--- src/rtl/win_gen3x3.sv ---
// Streaming 3x3 window generator: two line buffers plus a 3x3 shift window per channel.
// Optional output register stage enabled by defining WIN_GEN_OUTREG_EN.

module win_gen3x3_lane (
  input  logic        i_clk,
  input  logic        i_rst,
  input  logic        i_acc,
  input  logic [9:0]  i_r0,
  input  logic [9:0]  i_r1,
  input  logic [9:0]  i_r2,
  output logic [89:0] o_win
);
  logic [89:0]     win_q, win_d;
  logic [2:0][9:0] col_new;

  assign col_new = {i_r2, i_r1, i_r0};

  // Each window row shifts toward col 0; the fresh column enters at col 2.
  always_comb begin
    win_d = win_q;
    for (int r = 0; r < 3; r++) begin
      win_d[30*r +: 10]      = win_q[30*r + 10 +: 10];
      win_d[30*r + 10 +: 10] = win_q[30*r + 20 +: 10];
      win_d[30*r + 20 +: 10] = col_new[r];
    end
  end

  always_ff @(posedge i_clk) begin
    if (i_rst)      win_q <= '0;
    else if (i_acc) win_q <= win_d;
  end

  assign o_win = win_q;
endmodule

module win_gen3x3 #(
  parameter int IMG_W = 32,
  parameter int IMG_H = 32
) (
  input  logic        i_clk,
  input  logic        i_rst,
  input  logic        i_start,
  input  logic        i_valid,
  input  logic [29:0] i_data,
  output logic [89:0] o_busData0,
  output logic [89:0] o_busData1,
  output logic [89:0] o_busData2,
  output logic        o_valid,
  output logic        o_last,
  output logic        o_busy,
  output logic        o_done
);
  localparam int CW = $clog2(IMG_W);
  localparam int RW = $clog2(IMG_H);

  typedef enum logic [1:0] {IDLE, FILL, RUN, DONE} state_t;

  state_t          state_q, state_d;
  logic [CW-1:0]   col_q, col_d;
  logic [RW-1:0]   row_q, row_d;
  logic            acc, col_end, row_end;
  logic            vld_q, last_q, done_w;
  logic [29:0]     lb0_q [IMG_W];
  logic [29:0]     lb1_q [IMG_W];
  logic [29:0]     lb0_rd, lb1_rd;
  logic [2:0][89:0] win;

  assign acc     = i_valid && (state_q == FILL || state_q == RUN);
  assign col_end = (col_q == CW'(IMG_W - 1));
  assign row_end = (row_q == RW'(IMG_H - 1));

  always_comb begin
    state_d = state_q;
    col_d   = col_q;
    row_d   = row_q;
    case (state_q)
      IDLE: if (i_start) begin
        state_d = FILL;
        col_d   = '0;
        row_d   = '0;
      end
      FILL: if (acc && col_end && row_q == RW'(1)) state_d = RUN;
      RUN:  if (acc && col_end && row_end) state_d = DONE;
      DONE: state_d = IDLE;
      default: state_d = IDLE;
    endcase
    if (acc) begin
      if (col_end) begin
        col_d = '0;
        row_d = row_end ? '0 : row_q + RW'(1);
      end else begin
        col_d = col_q + CW'(1);
      end
    end
  end

  always_ff @(posedge i_clk) begin
    if (i_rst) begin
      state_q <= IDLE;
      col_q   <= '0;
      row_q   <= '0;
      vld_q   <= 1'b0;
      last_q  <= 1'b0;
    end else begin
      state_q <= state_d;
      col_q   <= col_d;
      row_q   <= row_d;
      vld_q   <= acc && row_q >= RW'(2) && col_q >= CW'(2);
      last_q  <= acc && row_end && col_end;
    end
  end

  // Line buffers are never reset; output gating keeps stale rows from being emitted.
  always_ff @(posedge i_clk) begin
    if (acc) begin
      lb0_q[col_q] <= lb1_q[col_q];
      lb1_q[col_q] <= i_data;
    end
  end

  assign lb0_rd = lb0_q[col_q];
  assign lb1_rd = lb1_q[col_q];

  for (genvar ch = 0; ch < 3; ch++) begin : g_lane
    win_gen3x3_lane u_lane (
      .i_clk (i_clk),
      .i_rst (i_rst),
      .i_acc (acc),
      .i_r0  (lb0_rd[10*ch +: 10]),
      .i_r1  (lb1_rd[10*ch +: 10]),
      .i_r2  (i_data[10*ch +: 10]),
      .o_win (win[ch])
    );
  end

  assign done_w = (state_q == DONE);
  assign o_busy = (state_q == FILL) || (state_q == RUN);

`ifdef WIN_GEN_OUTREG_EN
  logic [2:0][89:0] bus_q;
  logic             vld_o_q, last_o_q, done_o_q;

  always_ff @(posedge i_clk) begin
    if (i_rst) begin
      bus_q    <= '0;
      vld_o_q  <= 1'b0;
      last_o_q <= 1'b0;
      done_o_q <= 1'b0;
    end else begin
      bus_q    <= win;
      vld_o_q  <= vld_q;
      last_o_q <= last_q;
      done_o_q <= done_w;
    end
  end

  assign o_busData0 = bus_q[0];
  assign o_busData1 = bus_q[1];
  assign o_busData2 = bus_q[2];
  assign o_valid    = vld_o_q;
  assign o_last     = last_o_q;
  assign o_done     = done_o_q;
`else
  assign o_busData0 = win[0];
  assign o_busData1 = win[1];
  assign o_busData2 = win[2];
  assign o_valid    = vld_q;
  assign o_last     = last_q;
  assign o_done     = done_w;
`endif
endmodule

--- config.mk ---
export PLATFORM = sky130hd
export DESIGN_NAME = win_gen3x3
export DESIGN_NICKNAME = d
export VERILOG_FILES = /design/src/rtl/win_gen3x3.sv
export SDC_FILE = /design/constraint.sdc
export NUM_CORES = 2
export LEC_CHECK = 0
export ABC_CLOCK_PERIOD_IN_PS = 6700
export CAP_MARGIN = 20
export CORE_MARGIN = 8
export CORE_UTILIZATION = 57
export CTS_BUF_LIST = sky130_fd_sc_hd__clkbuf_16
export CTS_CLUSTER_SIZE = 28
export DETAILED_ROUTE_END_ITERATION = 10
export DONT_BUFFER_PORTS = 1
export MAX_ROUTING_LAYER = met4
export PLACE_DENSITY = 0.82
export SLEW_MARGIN = 20
export SYNTH_ARGS = -nofsm -noshare
export SYNTH_HDL_FRONTEND = slang
export SYNTH_SLANG_ARGS = --single-unit
--- constraint.sdc ---
create_clock -name i_clk -period 6.7 [get_ports i_clk]
set_input_delay 1.34 -clock i_clk [delete_from_list [all_inputs] [get_ports i_clk]]
set_output_delay 1.34 -clock i_clk [all_outputs]
set_load 0.02 [all_outputs]
* Yosys cells after proc, flatten, opt, wreduce, memory -nomap -nowiden
Memory sizes are Yosys's and may differ from the RTL's. A register that Yosys moved wholly into a read port is not among the register bits.
Cells that the tools add are included.
** Storage, ports and cells
- Register bits :: 284
- RAM bits :: 1920
- Input bits :: 34
- Output and inout port bits :: 274
- Logic and storage cells :: 54
- Memories kept :: 2
** Memory list
- lb0_q :: words 32, width 30, rd ports 1, clocked after memory_dff 1, write ports 1, RTL line 63 : logic [29:0] lb0_q [IMG_W];
- lb1_q :: words 32, width 30, rd ports 1, clocked after memory_dff 1, write ports 1, RTL line 64 : logic [29:0] lb1_q [IMG_W];
** Cells by class
- Add/subtract/negate cells :: 2
- Order comparisons :: 2
- Equality and inequality tests :: 9
- Multiplexer cells :: 17
- Reduce and logical (&&, ||, !) cells :: 14
** Operators by type and width (number)
- $mux 5 :: 11
- $add 5x1->5 const B :: 2
- $eq 5x5->1 const B :: 2
- $ge 5x2->1 const B :: 2
- $logic_and 1x1->1 :: 8
- $pmux 2 s4 :: 1
- $mux 2 :: 3
- $eq 5x1->1 const B :: 1
- $eq 2x2->1 const B :: 2
- $ne 2x1->1 const B :: 2
- $reduce_bool 2->1 :: 2
- $reduce_and 3->1 :: 1
- $eq 2x1->1 const B :: 1
- $logic_not 2->1 :: 1
- $mux 1 :: 2
- $ne 2x2->1 const B :: 1
- $reduce_and 2->1 :: 1
- $logic_or 1x1->1 :: 1

* Longest topological paths before layout
- Depth in word-level cells :: 7
- Gate-level depth with buffers :: 9
- Mapped depth without buffers :: 7

* Modules after synthesis
Synthesis repeated with hierarchy kept, for this count alone.
** Second synthesis, totals
- Cells, all modules :: 5103
- Area, all modules :: 85291.8 µm²
** Modules (own cells, without submodules)
- win_gen3x3 :: instances 1, cells each 4233, area each 75615.0 µm², seq. area each 58035.7 µm²
- win_gen3x3_lane :: instances 3, cells each 290, area each 3225.6 µm², seq. area each 1801.7 µm²

* Least setup slack after synthesis
No wires, ideal clock.
- Path kind :: input-to-reg
- Start point :: in i_valid
- End point :: mem lb0_q[4][0], enable pin
- Setup time :: 0.552 ns
- Arrival time :: 6.366 ns
- Data required time :: 6.148 ns
- Setup slack :: -0.218 ns
- Stages on the path :: 5
- Buffers on the path :: 2
- Path through :: and2_1 clkbuf_1 clkbuf_1 nand2_1 nor3_1
** On the way
- Word-level cells in the longest chain between the ends :: 3
** Ends and longest elaborated chain
- start, declared :: RTL line 43 : input logic i_valid,
- $logic_and 1x1->1 :: RTL line 68 : assign acc = i_valid && (state_q == FILL || state_q == RUN);
- $mux 1 :: RTL line 115 : if (acc) begin
- $mux 1 (implied by the code) :: RTL line 116 : lb0_q[col_q] <= lb1_q[col_q];
- end, declared :: RTL line 63
Every way passes these cells.

* Worst setup path after layout
- Start point :: reg state_q[1]
- End point :: mem lb0_q[28][21], enable pin
** On the way
- Word-level cells in the longest chain between the ends :: 5
- Elaborated cells on any way between the ends :: 6
- Classes of those cells :: eq/ne: 2; mux: 2; reduce/logical: 2
** Ends and longest elaborated chain
- start, declared :: RTL line 58 : state_t state_q, state_d;
- start signal, assigned :: RTL line 105 : state_q <= state_d;
- $eq 2x1->1 / $eq 2x2->1 (equally long branches)
- $logic_or 1x1->1 *
- net o_busy :: RTL line 50 : output logic o_busy,
- $logic_and 1x1->1 * :: RTL line 68
- $mux 1 * :: RTL line 115
- $mux 1 (implied by the code) * :: RTL line 116
Mark *: on every way through the listed nets, which the timed path passes. The rest lies on a longest branch.

==> results.toml <==
[timing]
fmax_ghz = 0.223
finalCriticalPeriod_ns = 4.48
setup_viol = 0
period_share_pct = 66.9
setup_ws_ns = 2.22
worst_pin_slew_ns = 1.16
hold_viol_final = 0
clock_skew_ns = 0.0344
tns_ns = 0
slew_violations = 0
rsz0062_at_grt = "false"
relSlewSlack_pct = 22.5
whs_ns = 0.507

[cells_and_area]
mostFrequentLayoutCell = "edfxtp_1"
utilization_pct = 63.3
most-common-layout-cells = "edfxtp_1 (1920), mux2i_1 (537), nand2_1 (438), dfxtp_1 (284), a21oi_1 (275)"
layout.cells.non_filler = 6910
final_area_sq_um = 92100
area_delta_synth_final_pct = 10.6
layout.nets = 4866
layout-drive-gt1-share_pct = 12.7

[clock_network]
root_buffer = "clkbuf_16"
cts_sinks = 2209
insertion_delay_ns = 0.83
cts_setup_buffers = 0
htree_levels = 4
cts_tree = "done"
cts_hold_buffers = 0
cts_resized = 0
numCtsBuffers = 198
clockBufferDepth = 3
path_clk_slew_ns = 0.06

[critical_path]
cpPeakStageDelay_ns = 1.00
r2r_setup_slack_ns = 2.22
path_cells = "inv_1 > ha_1 > and2_4 > nand2_1 > nor2_4 > buf_4"
path_max_fanout = 43
worst-r2r-cell-count = 6
r2r-end = "lb0_q[28][21]"
cp-end-kind = "flop"
critPathBufInv = 2
crit_type = "flop to flop"
crit_required_ns = 7.14
startpoint = "state_q[1]"
worst_setup_path_start_kind = "flop"
slowest_stage = "nor2_4"
worstPathArrival_ns = 4.92
crit_family = "simple AND/OR/NAND/NOR gates"
r2r_start = "state_q[1]"

[yosys]
ys.flop_type = "edfxtp_1"
syn_nets = 4869
yosys.area_share.xor_xnor_pct = 0.0210
yosysWarnings = 0
synth_top_family_by_area = "multiplexers"
synth_compound_area_share_pct = 6.19
ys_seq_area_share_pct = 76.2
yosys.area_share.simple_pct = 4.24
postSynthCellCount = 4821
synth_seq_cells = 2209
synth_cell_types = 38
synth.avg_cell_area_sq_um = 17.3
async_flop_share_pct = 0
synth-edff-count = 1920
mappedNetlistArea_sq_um = 83200
synth_fa_ha_area_share_pct = 0.210
synthMuxAreaShare_pct = 11.5

[detailed_routing]
wirelength_met1_um = 73700
viasPerCell = 6.68
wl_per_cell_um = 30.7
first_pass_iters = 8
dr.first_iter.drc_count = 6779
vias = 46100
wl_um = 212000
drc = 0
wl_met2_um = 101000
antenna_left = 0
top_layer = "met4"
route.met3.wl_um = 27800

[global_routing]
antenna_found_initial = 1
grt-ovfl-total = 0
grt_pass1_wl_um = 306000
grt_max_degree = 256
grt_pass1_vias = 45700
grt_use_total_pct = 26.9

[placement]
preCtsSetupSlack_ns = 2.09
hpwlAfterDp_um = 116000
io_buffer_count = 0
detailed_place.area_sq_um = 85700
placed_cells = 6530
gp_congestion = 0.835

[power]
ir_drop_v = 0.000265
p_int_mw = 23.4
p_per_area_nw_per_um2 = 350
total_power_mw = 32.3
p_sw_mw = 8.81
combPwrFrac_pct = 13.9
cellLeakagePower_nw = 27.6
sw_frac_of_total_pct = 27.3
clkPwrFrac_pct = 33.8
seqPwrFrac_pct = 52.3

[floorplanning]
die-area_sq_um = 158000
ios = 308
core_sq_um = 145000
die_h_um = 398
start_util_pct = 57.2
die_w_um = 398
rows = 140

[run_status]
status = "finished clean"

[flow_run]
maxCapViolations = 0

[hold_path]
hold_end = "row_q[4]"
hp-class = "flop to flop"
hold_start = "row_q[4]"
whs_path_depth = 2
[synth_stat cells (14+ instances only)]
library cell | n | area share (%)
a2111oi_0 | 28 | 0.29
nand4_1 | 27 | 0.20
nor2_1 | 75 | 0.34
a22oi_1 | 244 | 2.2
clkbuf_1 | 196 | 0.88
buf_1 | 21 | 0.095
buf_2 | 82 | 0.49
nor2b_1 | 66 | 0.50
mux4_2 | 184 | 5.0
a21oi_1 | 275 | 1.7
a311oi_1 | 30 | 0.32
a211oi_1 | 30 | 0.27
ha_1 | 14 | 0.21
edfxtp_1 | 1920 | 69
nand2_1 | 439 | 2.0
o21ai_0 | 30 | 0.18
nor4_1 | 28 | 0.21
mux2i_1 | 537 | 6.5
a22o_1 | 115 | 1.2
dfxtp_1 | 289 | 7.0
nand3_1 | 129 | 0.78
[cell families (layout without fill, tap and decap cells)]
group / count (synthesis) / in the layout
flip-flops: 2209 / 2209
AND/OR/NAND/NOR: 796 / 796
AO/OA/AOI/OAI: 758 / 758
multiplexers: 722 / 722
buffers and inverters: 320 / 488
adder cells (fa/ha/maj): 14 / 14
XOR/XNOR: 2 / 2
other: 0 / 4
[power groups by stage]
stage	combinational [mW]	sequential, mW	clock [mW]
floorplan	2.76	16.9	0
global placement	4.17	17.1	0
detailed placement	4.31	17.1	0
CTS	4.38	16.9	11.0
global route	4.64	16.9	11.5
finish	4.47	16.9	10.9
[state kept, by name, summed over array words and instances, names as in the netlist, named ones only]
name                 count
o_valid                  1
lb1_q                  960
o_last                   1
lb0_q                  960
g_lane.u_lane.o_win    270
col_q                    5
state_q                  2
row_q                    5
[worst min-delay path: stages, from the launching register on]
cell	delay, ns
dfxtp_1	0.33
nand3_1	0.07
a21oi_1	0.06
[metal layers]
layer / GRT usage [%] / vias up
met5: - / -
met4: 10.8 / 0
met3: 7.13 / 548
met2: 42.3 / 3316
met1: 33.5 / 23300
li1: - / 19000
[how the worst max path moves through the flow]
| stage | cells after the start | to | slack, ns |
|---|---|---|---|
| 2_1_floorplan | 4 | lb0_q[7][0] | 0.06 |
| 3_3_place_gp | 4 | lb0_q[28][23] | 2.15 |
| 3_5_place_dp | 4 | lb0_q[28][20] | 2.09 |
| 4_1_cts | 6 | lb0_q[28][21] | 2.28 |
| 5_1_grt | 6 | lb0_q[28][1] | 2.14 |
| 6_report | 6 | lb0_q[28][21] | 2.22 |
[cell type report]
class / instances / area (sq um)
tap: 1917 / 2400
inverter: 6 / 22.5
multi-input combinational: 2292 / 18800
sequential: 2209 / 63500
timing repair buffer: 111 / 1210
clock inverter: 168 / 1130
fill: 9225 / 53300
antenna: 4 / 10.0
clock buffer: 203 / 5080
Note: power is estimated with default switching activity, not from simulation.
